$ cat src/rtl/rb_window_sink_pkg.sv
// Shared parameters and FSM encoding for the row-buffer window sink.
// Holds default geometry, derived widths and the frame-control state type.
package rb_window_sink_pkg;

  localparam int K_DEF           = 5;
  localparam int PIXEL_WIDTH_DEF = 8;
  localparam int IMG_WIDTH_DEF   = 128;
  localparam int IMG_HEIGHT_DEF  = 128;
  localparam int SUM_WIDTH_DEF   = PIXEL_WIDTH_DEF + $clog2(K_DEF * K_DEF);
  localparam int N_OUT_DEF       = (IMG_WIDTH_DEF - K_DEF + 1) * (IMG_HEIGHT_DEF - K_DEF + 1);

  typedef enum logic [1:0] {
    ST_IDLE  = 2'd0,
    ST_RUN   = 2'd1,
    ST_DRAIN = 2'd2,
    ST_DONE  = 2'd3
  } state_t;

endpackage

$ cat src/rtl/rb_window_sink_column_adder.sv
// Stage 1 of the window pipeline: sums the K pixels of one column and
// registers the result when the column is accepted.
module rb_column_adder #(
  parameter int K           = 5,
  parameter int PIXEL_WIDTH = 8,
  parameter int CSUM_WIDTH  = PIXEL_WIDTH + $clog2(K)
) (
  input  logic                     clk,
  input  logic                     rst,
  input  logic                     en,
  input  logic [K*PIXEL_WIDTH-1:0] col_data,
  output logic [CSUM_WIDTH-1:0]    colsum
);

  logic [CSUM_WIDTH-1:0] sum_c;

  always_comb begin
    sum_c = '0;
    for (int i = 0; i < K; i++) begin
      sum_c = sum_c + CSUM_WIDTH'(col_data[i*PIXEL_WIDTH +: PIXEL_WIDTH]);
    end
  end

  always_ff @(posedge clk) begin
    if (rst) begin
      colsum <= '0;
    end else if (en) begin
      colsum <= sum_c;
    end
  end

endmodule

$ cat src/rtl/rb_window_sink.sv
// Consumer of the row-buffer column stream: slides a KxK window along each
// stream row, writes the box sum per output position, and flags frame done.
module rb_window_sink
  import rb_window_sink_pkg::*;
#(
  parameter int K              = K_DEF,
  parameter int PIXEL_WIDTH    = PIXEL_WIDTH_DEF,
  parameter int IMG_WIDTH      = IMG_WIDTH_DEF,
  parameter int IMG_HEIGHT     = IMG_HEIGHT_DEF,
  parameter int SUM_WIDTH      = PIXEL_WIDTH + $clog2(K * K),
  parameter int OUT_ADDR_WIDTH = $clog2((IMG_WIDTH - K + 1) * (IMG_HEIGHT - K + 1))
) (
  input  logic                      clk,
  input  logic                      rst,
  input  logic                      start,
  input  logic                      col_valid,
  input  logic [K*PIXEL_WIDTH-1:0]  col_data,
  output logic                      wr_en,
  output logic [OUT_ADDR_WIDTH-1:0] wr_addr,
  output logic [SUM_WIDTH-1:0]      wr_data,
  output logic                      busy,
  output logic                      done
);

  localparam int CSUM_WIDTH = PIXEL_WIDTH + $clog2(K);
  localparam int CW         = $clog2(IMG_WIDTH);
  localparam int RW         = $clog2(IMG_HEIGHT - K + 2);
  localparam logic [CW-1:0] COL_LAST     = CW'(IMG_WIDTH - 1);
  localparam logic [CW-1:0] COL_FIRST_WR = CW'(K - 1);
  localparam logic [RW-1:0] ROW_LAST     = RW'(IMG_HEIGHT - K);

  state_t                state, state_nxt;
  logic [CW-1:0]         col_cnt;
  logic [RW-1:0]         row_cnt;
  logic                  drain_cnt;
  logic                  accept, advance, last_col, frame_start;
  logic [CSUM_WIDTH-1:0] colsum;
  logic                  s1_valid, s1_first, s1_write;
  logic [SUM_WIDTH-1:0]  win_sum, sum_nxt;
  logic [CSUM_WIDTH-1:0] hist [K];

  // Pipeline moves only on an accepted column or while draining, so gaps freeze it.
  assign accept      = (state == ST_RUN) && col_valid;
  assign advance     = accept || (state == ST_DRAIN);
  assign last_col    = accept && (col_cnt == COL_LAST) && (row_cnt == ROW_LAST);
  assign frame_start = start && ((state == ST_IDLE) || (state == ST_DONE));

  always_ff @(posedge clk) begin
    if (rst) state <= ST_IDLE;
    else     state <= state_nxt;
  end

  always_comb begin
    state_nxt = state;
    case (state)
      ST_IDLE:  if (start) state_nxt = ST_RUN;
      ST_RUN:   if (last_col) state_nxt = ST_DRAIN;
      ST_DRAIN: if (drain_cnt) state_nxt = ST_DONE;
      ST_DONE:  if (start) state_nxt = ST_RUN;
      default:  state_nxt = ST_IDLE;
    endcase
  end

  always_comb begin
    busy = (state == ST_RUN) || (state == ST_DRAIN);
    done = (state == ST_DONE);
  end

  always_ff @(posedge clk) begin
    if (rst || frame_start) begin
      col_cnt   <= '0;
      row_cnt   <= '0;
      drain_cnt <= 1'b0;
    end else begin
      if (accept) begin
        if (col_cnt == COL_LAST) begin
          col_cnt <= '0;
          row_cnt <= row_cnt + RW'(1);
        end else begin
          col_cnt <= col_cnt + CW'(1);
        end
      end
      if (state == ST_DRAIN) drain_cnt <= ~drain_cnt;
    end
  end

  rb_column_adder #(
    .K           (K),
    .PIXEL_WIDTH (PIXEL_WIDTH),
    .CSUM_WIDTH  (CSUM_WIDTH)
  ) u_column_adder (
    .clk      (clk),
    .rst      (rst),
    .en       (accept),
    .col_data (col_data),
    .colsum   (colsum)
  );

  always_ff @(posedge clk) begin
    if (rst) begin
      s1_valid <= 1'b0;
      s1_first <= 1'b0;
      s1_write <= 1'b0;
    end else if (advance) begin
      s1_valid <= accept;
      s1_first <= (col_cnt == '0);
      s1_write <= (col_cnt >= COL_FIRST_WR);
    end
  end

  // Modular arithmetic is fine: the true window sum always fits SUM_WIDTH.
  always_comb begin
    if (s1_first) sum_nxt = SUM_WIDTH'(colsum);
    else          sum_nxt = win_sum + SUM_WIDTH'(colsum) - SUM_WIDTH'(hist[K-1]);
  end

  always_ff @(posedge clk) begin
    if (rst) begin
      win_sum <= '0;
      wr_en   <= 1'b0;
      wr_data <= '0;
      for (int i = 0; i < K; i++) hist[i] <= '0;
    end else begin
      wr_en <= 1'b0;
      if (advance && s1_valid) begin
        win_sum <= sum_nxt;
        hist[0] <= colsum;
        for (int i = 1; i < K; i++) hist[i] <= s1_first ? '0 : hist[i-1];
        if (s1_write) begin
          wr_en   <= 1'b1;
          wr_data <= sum_nxt;
        end
      end
    end
  end

  always_ff @(posedge clk) begin
    if (rst || frame_start) wr_addr <= '0;
    else if (wr_en)         wr_addr <= wr_addr + OUT_ADDR_WIDTH'(1);
  end

endmodule

$ cat config.mk
export PLATFORM = sky130hd
export DESIGN_NAME = rb_window_sink
export DESIGN_NICKNAME = d
export VERILOG_FILES = /design/src/rtl/rb_window_sink_pkg.sv /design/src/rtl/rb_window_sink_column_adder.sv /design/src/rtl/rb_window_sink.sv
export SDC_FILE = /design/constraint.sdc
export NUM_CORES = 1
export LEC_CHECK = 0
export CAP_MARGIN = 20
export CORE_UTILIZATION = 45
export DETAILED_ROUTE_END_ITERATION = 8
export PLACE_DENSITY = 0.78
export SLEW_MARGIN = 20
export SYNTH_ARGS = -nofsm -noshare
export SYNTH_HDL_FRONTEND = slang
export SYNTH_SLANG_ARGS = --single-unit
$ cat constraint.sdc
create_clock -name clk -period 8.32 [get_ports clk]
set_clock_uncertainty 0.15 [all_clocks]
set_input_delay 0.832 -clock clk [delete_from_list [all_inputs] [get_ports clk]]
set_output_delay 0.832 -clock clk [all_outputs]
set_load 0.01 [all_outputs]
==> flow_summary.toml <==
[cts]
cts_tree = "built"
post_cts_buffers = 0
clk_path_buf_depth = 2
cts-buffers-inserted = 17
h-tree-depth = 4
cts-root-buf = "clkbuf_16"
post_cts_resized = 0
cts_hold_buf = 0
clkTransAtPathRegs_ps = 50
clock_sinks = 127
clk_latency_ps = 410

[route]
dr_wl_met2_microns = 6880
drt_iter0_drc = 347
drtAntennaViolNets = 0
via_per_inst = 5.05
drcViolationCount = 0
drt_wl_total_microns = 14400
vias = 5200
top_layer_used = "met4"
wire_per_inst_microns = 14.0
met1_length_microns = 6630
wl_met3_microns = 746
dr.pass1.iters = 4

[floorplanning]
core_sq_mm = 0.0153
fp.dieW_microns = 128
io_pins = 74
core.rowCount = 45
die_h_microns = 128
initial_core_util_pct = 46.3
die_area_sq_mm = 0.0163

[final_layout]
layout.nets = 916
final_cell_mix = "inv_1, dfxtp_1, clkdlybuf4s50_1"
syn_to_final_growth_pct = 21.0
final_common_cell = "inv_1"
final_area_sq_mm = 0.00859
stdcell_count = 1030
n_antenna_cell = 0
layout-drive-gt1-share_pct = 6.23
final_core_util_pct = 56.1

[synth]
synth_top_area_cell = "edfxtp_1"
ys_seq_area_share_pct = 43.6
synthFlopType = "dfxtp_1"
synthTopCellsByArea = "edfxtp_1, dfxtp_1, fa_1, ha_1, inv_1"
synth_seq_cells = 127
syn-num-nets = 844
synth_cell_type_count = 62
synth_area_sq_mm = 0.00710
synth_async_sr_flop_share_pct = 0
synth_edf_count = 55
synthCells = 734
syn_area_per_cell_sq_um = 9.67
yosys_warnings = 0
synth_top_cell_area_share_pct = 23.3

[global_route]
grt_pass1_wl_microns = 24800
grt_pass1_vias = 5204
grt_max_degree = 56
grt_use_total_pct = 19.4
antenna_found_initial = 0
grt_overflow = 0

[worst_hold_path]
whs_path_depth = 2
hp-class = "flop to flop"

[critical_path]
r2r_cells = 6
reg2reg_to = "win_sum[11]"
r2r_setup_slack_ps = 5170
cp.required_ps = 8470
start_kind = "input pin"
cp-startpoint = "col_data[1]"
critPathKind = "input pin to flop"
endpoint = "u_column_adder.colsum[9]"
end_kind = "flop"
cp_num_cells = 15
path_cells = "clkdlybuf4s50_1 -> ha_1 -> a21o_1 -> a21oi_1 -> nor2b_1 -> o21a_1 -> o41ai_1 -> xor2_1 -> fa_1 -> inv_1 -> fa_1 -> ha_1 -> or3_1 -> a311o_1 -> o311ai_0"
cp_top_family = "adder cells"
worstPathArrival_ps = 4860
slowest_stage = "clkdlybuf4s50_1"
r2r-start = "state[0]"
crit_fanout = 3
slowest_delay_ps = 460
critPathBufInv = 2

[power_and_ir_drop]
power.density_mw_per_mm2 = 255
pwr-share-seq_pct = 33.1
comb_power_share_pct = 35.3
clock_power_share_pct = 31.6
leakage_nw = 3.48
power.internal_mw = 1.46
ir_drop_mv = 0.193
swShare_pct = 33.6
switchingPower_mw = 0.736
total_power_mw = 2.19

[placed_design]
globalplace.congestion = 0.853
io_buffers = 73
dpl.cell_count = 998
place_area_sq_mm = 0.00803
hpwl_microns = 10200
dp_slack_ps = 3190

[timing]
finalWorstSetupSlack_ps = 3620
max_freq_ghz = 0.213
worstMarginPinSlew_ps = 1010
finalCriticalPeriod_ps = 4700
rsz0062_at_grt = "no"
finalHoldViolCount = 0
fin_setup_tns_ps = 0
slew_violations = 0
slew_headroom_pct = 32.4
whs_ps = 303
setup_viol = 0
finalCritPeriodShare_pct = 56.5

[run]
cap_violations = 0

[run_status]
status = "finished, final reports clean"
-- cell type report --
cell class	count	area (sq um)
timing repair buffer	79	771
inverter	99	372
fill	1324	6730
clock inverter	7	60.1
tap	211	264
clock buffer	25	495
multi-input combinational	482	3530
sequential	127	3090
-- power by group through the flow --
stage	registers (mW)	logic, mW	clock network [mW]
floorplan	0.733	0.581	0
CTS	0.726	0.771	0.704
detailed placement	0.739	0.758	0
global placement	0.737	0.742	0
finish	0.726	0.774	0.693
global route	0.731	0.876	0.734
-- worst min-delay path by stage --
stage	from	to	slack [ps]
2_1_floorplan	u_column_adder.colsum[1]	u_column_adder.colsum[1]	290
3_3_place_gp	win_sum[1]	win_sum[1]	300
3_5_place_dp	win_sum[1]	win_sum[1]	300
4_1_cts	win_sum[1]	win_sum[1]	300
5_1_grt	win_sum[1]	win_sum[1]	320
6_report	win_sum[1]	win_sum[1]	300
-- flip-flops by register name (all words and copies together), names as in the netlist, 2 cells and up --
register and flops:
wr_addr 14, hist 55, win_sum 13, row_cnt 7, state 2, wr_data 13, u_column_adder.colsum 11, col_cnt 7
-- Yosys cell counts, drive strengths merged (2+ instances only) --
cell type  number
fa             28
mux2i           7
and2           47
o21ai          23
o21bai          2
buf            12
nor2           66
and3            8
nand3          10
nand4          10
a32o            2
a31oi           6
nand3b          2
ha             38
a211oi         16
a21oi          39
edfxtp         55
or2             2
nand2b          2
or3             9
inv            99
xnor2          17
a311oi          2
o211ai          2
a21o            6
nor3b           4
dfxtp          72
a221oi          4
nor3           23
nand2          55
o31ai           5
clkbuf         14
xor2           19
nor2b           8
o21a            3
o31a            2
-- worst reg2reg max path, stage by stage (launching register included) --
cell	delay, ps
dfxtp_1	380
ha_1	320
and2_1	630
o21ai_2	440
nand2_2	200
buf_4	570
a2bb2o_1	350
-- cell families (layout without fill, tap and decap cells) --
logic type,after synthesis,count (layout),share of synthesized area [%]
and+or+nand+nor,247,247,17.5
DFF,127,127,43.6
muxes,8,8,1.15
adders and majority gates,66,66,14.6
AOI/OAI and AO/OA,125,125,12.0
buffers and inverters,125,210,6.77
xor gates and xnor gates,36,36,4.44
-- metal layers --
metal,GRT usage [%],vias to the layer above
li1,-,2618
met4,5.67,0
met1,25.1,2456
met2,31.8,111
met5,0,-
met3,5.28,15
Note: power is estimated with default switching activity, not from simulation.
==> RTL change 1, RTL diff (same settings) <==
Add an input register stage for `start`, `col_valid` and `col_data`, without a reset; this delays them by one clock.
--- a/src/rtl/rb_window_sink.sv
+++ b/src/rtl/rb_window_sink.sv
@@ -30,4 +30,14 @@
   localparam logic [RW-1:0] ROW_LAST     = RW'(IMG_HEIGHT - K);
 
+  logic start_q;
+  logic col_valid_q;
+  logic [K*PIXEL_WIDTH-1:0] col_data_q;
+
+  always_ff @(posedge clk) begin
+    start_q     <= start;
+    col_valid_q <= col_valid;
+    col_data_q  <= col_data;
+  end
+
   state_t                state, state_nxt;
   logic [CW-1:0]         col_cnt;
@@ -41,8 +51,8 @@
 
   // Pipeline moves only on an accepted column or while draining, so gaps freeze it.
-  assign accept      = (state == ST_RUN) && col_valid;
+  assign accept      = (state == ST_RUN) && col_valid_q;
   assign advance     = accept || (state == ST_DRAIN);
   assign last_col    = accept && (col_cnt == COL_LAST) && (row_cnt == ROW_LAST);
-  assign frame_start = start && ((state == ST_IDLE) || (state == ST_DONE));
+  assign frame_start = start_q && ((state == ST_IDLE) || (state == ST_DONE));
 
   always_ff @(posedge clk) begin
@@ -54,8 +64,8 @@
     state_nxt = state;
     case (state)
-      ST_IDLE:  if (start) state_nxt = ST_RUN;
+      ST_IDLE:  if (start_q) state_nxt = ST_RUN;
       ST_RUN:   if (last_col) state_nxt = ST_DRAIN;
       ST_DRAIN: if (drain_cnt) state_nxt = ST_DONE;
-      ST_DONE:  if (start) state_nxt = ST_RUN;
+      ST_DONE:  if (start_q) state_nxt = ST_RUN;
       default:  state_nxt = ST_IDLE;
     endcase
@@ -93,5 +103,5 @@
     .rst      (rst),
     .en       (accept),
-    .col_data (col_data),
+    .col_data (col_data_q),
     .colsum   (colsum)
   );
Behaviour: not the same (Yosys sat finds a counterexample within 4 cycles, from zero or initial values and one cycle with rst high).
==> RTL change 1 against the unedited design <==
Design area increased by 12%; area after synthesis up 14%; largest power group is now sequential cells; highest routed layer unchanged; critical endpoint unchanged; routed wire length grew 5.1%; register-to-register slack got worse by 1000 ps; power rose by 18%; sequential cell count is 42 higher; via count is 5.3% higher; synthesized cell count up 5.0%; critical path depth rose by 1; critical path type is now register to register; setup slack gained 520 ps.
==> RTL change 1: results (changes against the unedited design) <==
** Pwr
- Switching pwr :: 834 µW (+13%)
- Worst supply voltage drop on vdd :: 0.197 mV (+1.9%)
- Sequential power share :: 36.9% (+3.8 points)
- The leakage power figure was 0.00387 µW (+11%).
- Power in sequential cells :: 953 µW (+31%)
- The clock share of power is 31.4% (-0.2 points).

** Finish
- The fraction of area in multi-input gates was 37.7% (-3.4 points).
- The number of filler instances in the final layout is 1500 (+13%).
- The clock buffer count in the final layout came to 22 (-12%).
- Non-clock buffers :: 77 (-2.5%)
- The fraction of cell area in non-clock buffers was 7.94% (-1.0 points).
- Final nets :: 950 (+3.7%)
- The largest registers in the layout are hist x55, col_data_q x40, wr_addr x14.

** Drt
- The met2 wirelength from detailed routing came to 7.21 mm (+4.7%).
- The total routed wire length on the met1 layer was 7.08 mm (+6.7%).
- The count of TritonRoute iterations in the first routing pass is 5 (+1).
- The number of DRC violations after detailed-routing iteration 0 is 250 (-28%).
- Via total after detailed routing :: 5476 (+5.3%)

** Worst setup path
- Worst-path maximum fanout :: 4 (+1)
- The data arrival time at the worst-slack endpoint came to 4310 ps (-550 ps).
- Reg-to-reg setup timing slack :: 4140 ps (-1030 ps)
- Max stage delay cell, worst path :: sky130_fd_sc_hd__fa_1
- The maximum cell stage delay along the critical path came to 490 ps (+30 ps).

** Synthesis
- Adder-cell share of the synthesized area :: 12.8% (-1.8 points)
- After synthesis, the cell types taking the most area are sky130_fd_sc_hd__dfxtp_1 28%, sky130_fd_sc_hd__edfxtp_1 20%, sky130_fd_sc_hd__fa_1 7.0%.
- The register bit count reported by yosys was 169 (+33%).
- The distinct cell type count after synthesis came to 68 (+9.7%).
- By count the netlist is led by 114 x sky130_fd_sc_hd__dfxtp_1, 98 x sky130_fd_sc_hd__inv_1, 73 x sky130_fd_sc_hd__nor2_1, 55 x sky130_fd_sc_hd__edfxtp_1, 47 x sky130_fd_sc_hd__and2_1.
- Share of the synthesized area in compound gates (AO/OA/AOI/OAI) :: 11.5% (-0.41 points)
- Post-Synthesis Net Count :: 881 (+4.4%)

** Status
- The run finished with clean final reports.

** GRT
- Met1 global-route usage :: 22.5% (-2.6 points)
- The pin count of the biggest net entering global routing was 58 (+3.6%).
- Wire length of the first global-routing pass :: 25.9 mm (+4.3%)
- The number of global-route vias before repair came to 5580 (+7.2%).
- The total routing resource utilization after global routing was 18.0% (-1.4 points).

** STA
- Fin worst setup slack :: 4140 ps (+524 ps)
- The final hold slack came to 322 ps (+19.1 ps).
- The slew of the pin with the lowest slew margin was 971 ps (-43.0 ps).

** Place
- The pre-CTS setup slack came to 4160 ps (+973 ps).
- Placer's final routability congestion estimate :: 0.830 (-2.7%)
- HPWL Detailed :: 10.5 mm (+3.3%)
==> RTL change 1: cell count changes in the layout (fill, tap and decap cells not counted), sizes merged, moves of 8 or more <==
cell | before | now
dfxtp | 72 | 114
nand2 | 55 | 41
nand3 | 10 | 19
nor2 | 66 | 74
nor3 | 23 | 15
==> RTL change 1: path summary, 6_finish.rpt <==
check / from / endpoint / cells past startpoint
worst max-delay path: col_data_q[0] / u_column_adder.colsum[9] / 16
worst min-delay path: u_column_adder.colsum[1] / u_column_adder.colsum[1] / 2
worst max register to register: col_data_q[0] / u_column_adder.colsum[9] / 16
worst min register to register: u_column_adder.colsum[1] / u_column_adder.colsum[1] / 2
==> RTL change 1: through the flow <==
stage / std cells / area, µm² / util [%]
CTS: 1078 / 9580 / 55.0
floorplan: 771 / 8070 / -
global route: 1078 / 9580 / 55.0
detailed placement: 1046 / 8960 / 51.5
finish: 1078 / 9580 / 55.0
global placement: 1046 / 8950 / 51.4
==> RTL change 2, RTL diff (same settings) <==
Made on the original files. `IMG_WIDTH_DEF`: 128 -> 64.
--- a/src/rtl/rb_window_sink_pkg.sv
+++ b/src/rtl/rb_window_sink_pkg.sv
@@ -5,5 +5,5 @@
   localparam int K_DEF           = 5;
   localparam int PIXEL_WIDTH_DEF = 8;
-  localparam int IMG_WIDTH_DEF   = 128;
+  localparam int IMG_WIDTH_DEF   = 64;
   localparam int IMG_HEIGHT_DEF  = 128;
   localparam int SUM_WIDTH_DEF   = PIXEL_WIDTH_DEF + $clog2(K_DEF * K_DEF);
Ports: changed (resized wr_addr); port bits go from 74 to 73. No check against the original RTL was run, so the function may have changed too.
==> RTL change 2 against the unedited design <==
The flow now finishes with violations (design-rule violations); sequential cell count fell by 2; setup slack worse by 120 ps; sequential power rose by 2%; area after synthesis fell by 4.3%; routed wire length decreased by 9.0%; sequential share of layout area grew 0.76 points; synthesized cell count shrank 5.3%; core utilization is 0.61 points higher; power rose by 3.3%; design area down 3.3%; hold slack improved by 0.51 ps; register-to-register slack worse by 360 ps; via count shrank 6.2%; largest cell class unchanged.
==> RTL change 2: results (changes against the unedited design) <==
** Status
- Outcome :: complete, but fails checks
- Violations in the final reports :: design-rule violations

** Synthesis
- Share of the synthesized area in compound gates (AO/OA/AOI/OAI) :: 9.84% (-2.1 points)
- Synthesized area divided by synthesized cell count :: 9.77 µm² (+1.0%)
- Fraction of synthesized cell area in xor and xnor cells :: 5.53% (+1.1 points)
- The post-synthesis net count is 805 (-4.6%).
- The sequential cell area fraction in the yosys report came to 45.0% (+1.4 points).
- Synth area leaders :: sky130_fd_sc_hd__edfxtp_1 24%, sky130_fd_sc_hd__dfxtp_1 21%, sky130_fd_sc_hd__fa_1 8.3%

** Finish
- Synth-to-layout area growth :: 22.2%
- The fraction of cell area in non-clock buffers is 8.98% (about the same).
- Final nets :: 878 (-4.1%)
- The clock buffer count in the final layout was 18 (-28%).
- The final design area excluding fillers is 0.00830 mm² (-3.3%).
- Register fraction of the total cell area :: 36.8% (+0.76 points)
- The layout inverter count without the clock tree is 97 (-2.0%).
- Multi-input logic cell count :: 451 (-6.4%)

** Worst setup path
- The endpoint identified for the worst register-to-register timing path is win_sum[12].
- Critical path capture point :: u_column_adder.colsum[8]
- The data arrival time at the worst-slack endpoint is 5000 ps (+140 ps).
- Among all stages on the critical path, the largest delay is contributed by sky130_fd_sc_hd__fa_1.
- Reg-to-reg setup timing slack :: 4810 ps (-360 ps)
- Worst-path maximum fanout :: 4 (+1)

** Pwr
- Proportion of power drawn by the clock network :: 34.1% (+2.5 points)
- The leakage power figure was 0.00335 µW (-3.8%).
- The net switching share of the total power came to 32.9% (-0.68 points).
- The clock-net power was 772 µW (+11%).
- The worst-case vdd ir drop was 0.196 mV (+1.5%).

** Hold path
- Hold EP :: u_column_adder.colsum[1]

** STA
- The worst-case headroom to the max-slew limit came to 39.1% (+6.6 points).

** Drt
- Post-route DRC :: 2 (+2)
- Routed via count divided by cell count :: 5.05 (+0.11%)
- The detailed-route via count was 4877 (-6.2%).

** Place
- The placed wire-length estimate after detailed placement came to 9.26 mm (-9.0%).
- Placer's final routability congestion estimate :: 0.848 (-0.66%)
- The cell count after placement came to 933 (-6.5%).
- Placement-stage cell area :: 0.00768 mm² (-4.4%)

** Clock tree
- CTS Sinks :: 125 (-1.6%)

** GRT
- Met1 global-route usage :: 22.3% (-2.8 points)
- Pin count of the biggest net entering global routing :: 57 (+1.8%)
-- RTL change 2: changes by cell type after synthesis, moves of 3 or more --
cell / unedited run / this run
sky130_fd_sc_hd__and3_1: 8 / 3
sky130_fd_sc_hd__buf_2: 9 / 4
sky130_fd_sc_hd__inv_1: 99 / 96
sky130_fd_sc_hd__mux2i_1: 7 / 4
sky130_fd_sc_hd__nand2b_1: 2 / 6
sky130_fd_sc_hd__nand3_1: 10 / 6
sky130_fd_sc_hd__nor3_1: 21 / 26
sky130_fd_sc_hd__nor3b_1: 4 / 0
sky130_fd_sc_hd__o21ai_0: 15 / 10
sky130_fd_sc_hd__o21ai_1: 7 / 4
sky130_fd_sc_hd__o31ai_1: 5 / 1
sky130_fd_sc_hd__xor2_1: 19 / 23
-- RTL change 2: per-layer routing --
metal | vias up | share of wire [%]
li1 | 2466 | -
met1 | 2307 | 45
met2 | 95 | 49
met3 | 9 | 4.7
met4 | 0 | 0.87
met5 | - | 0
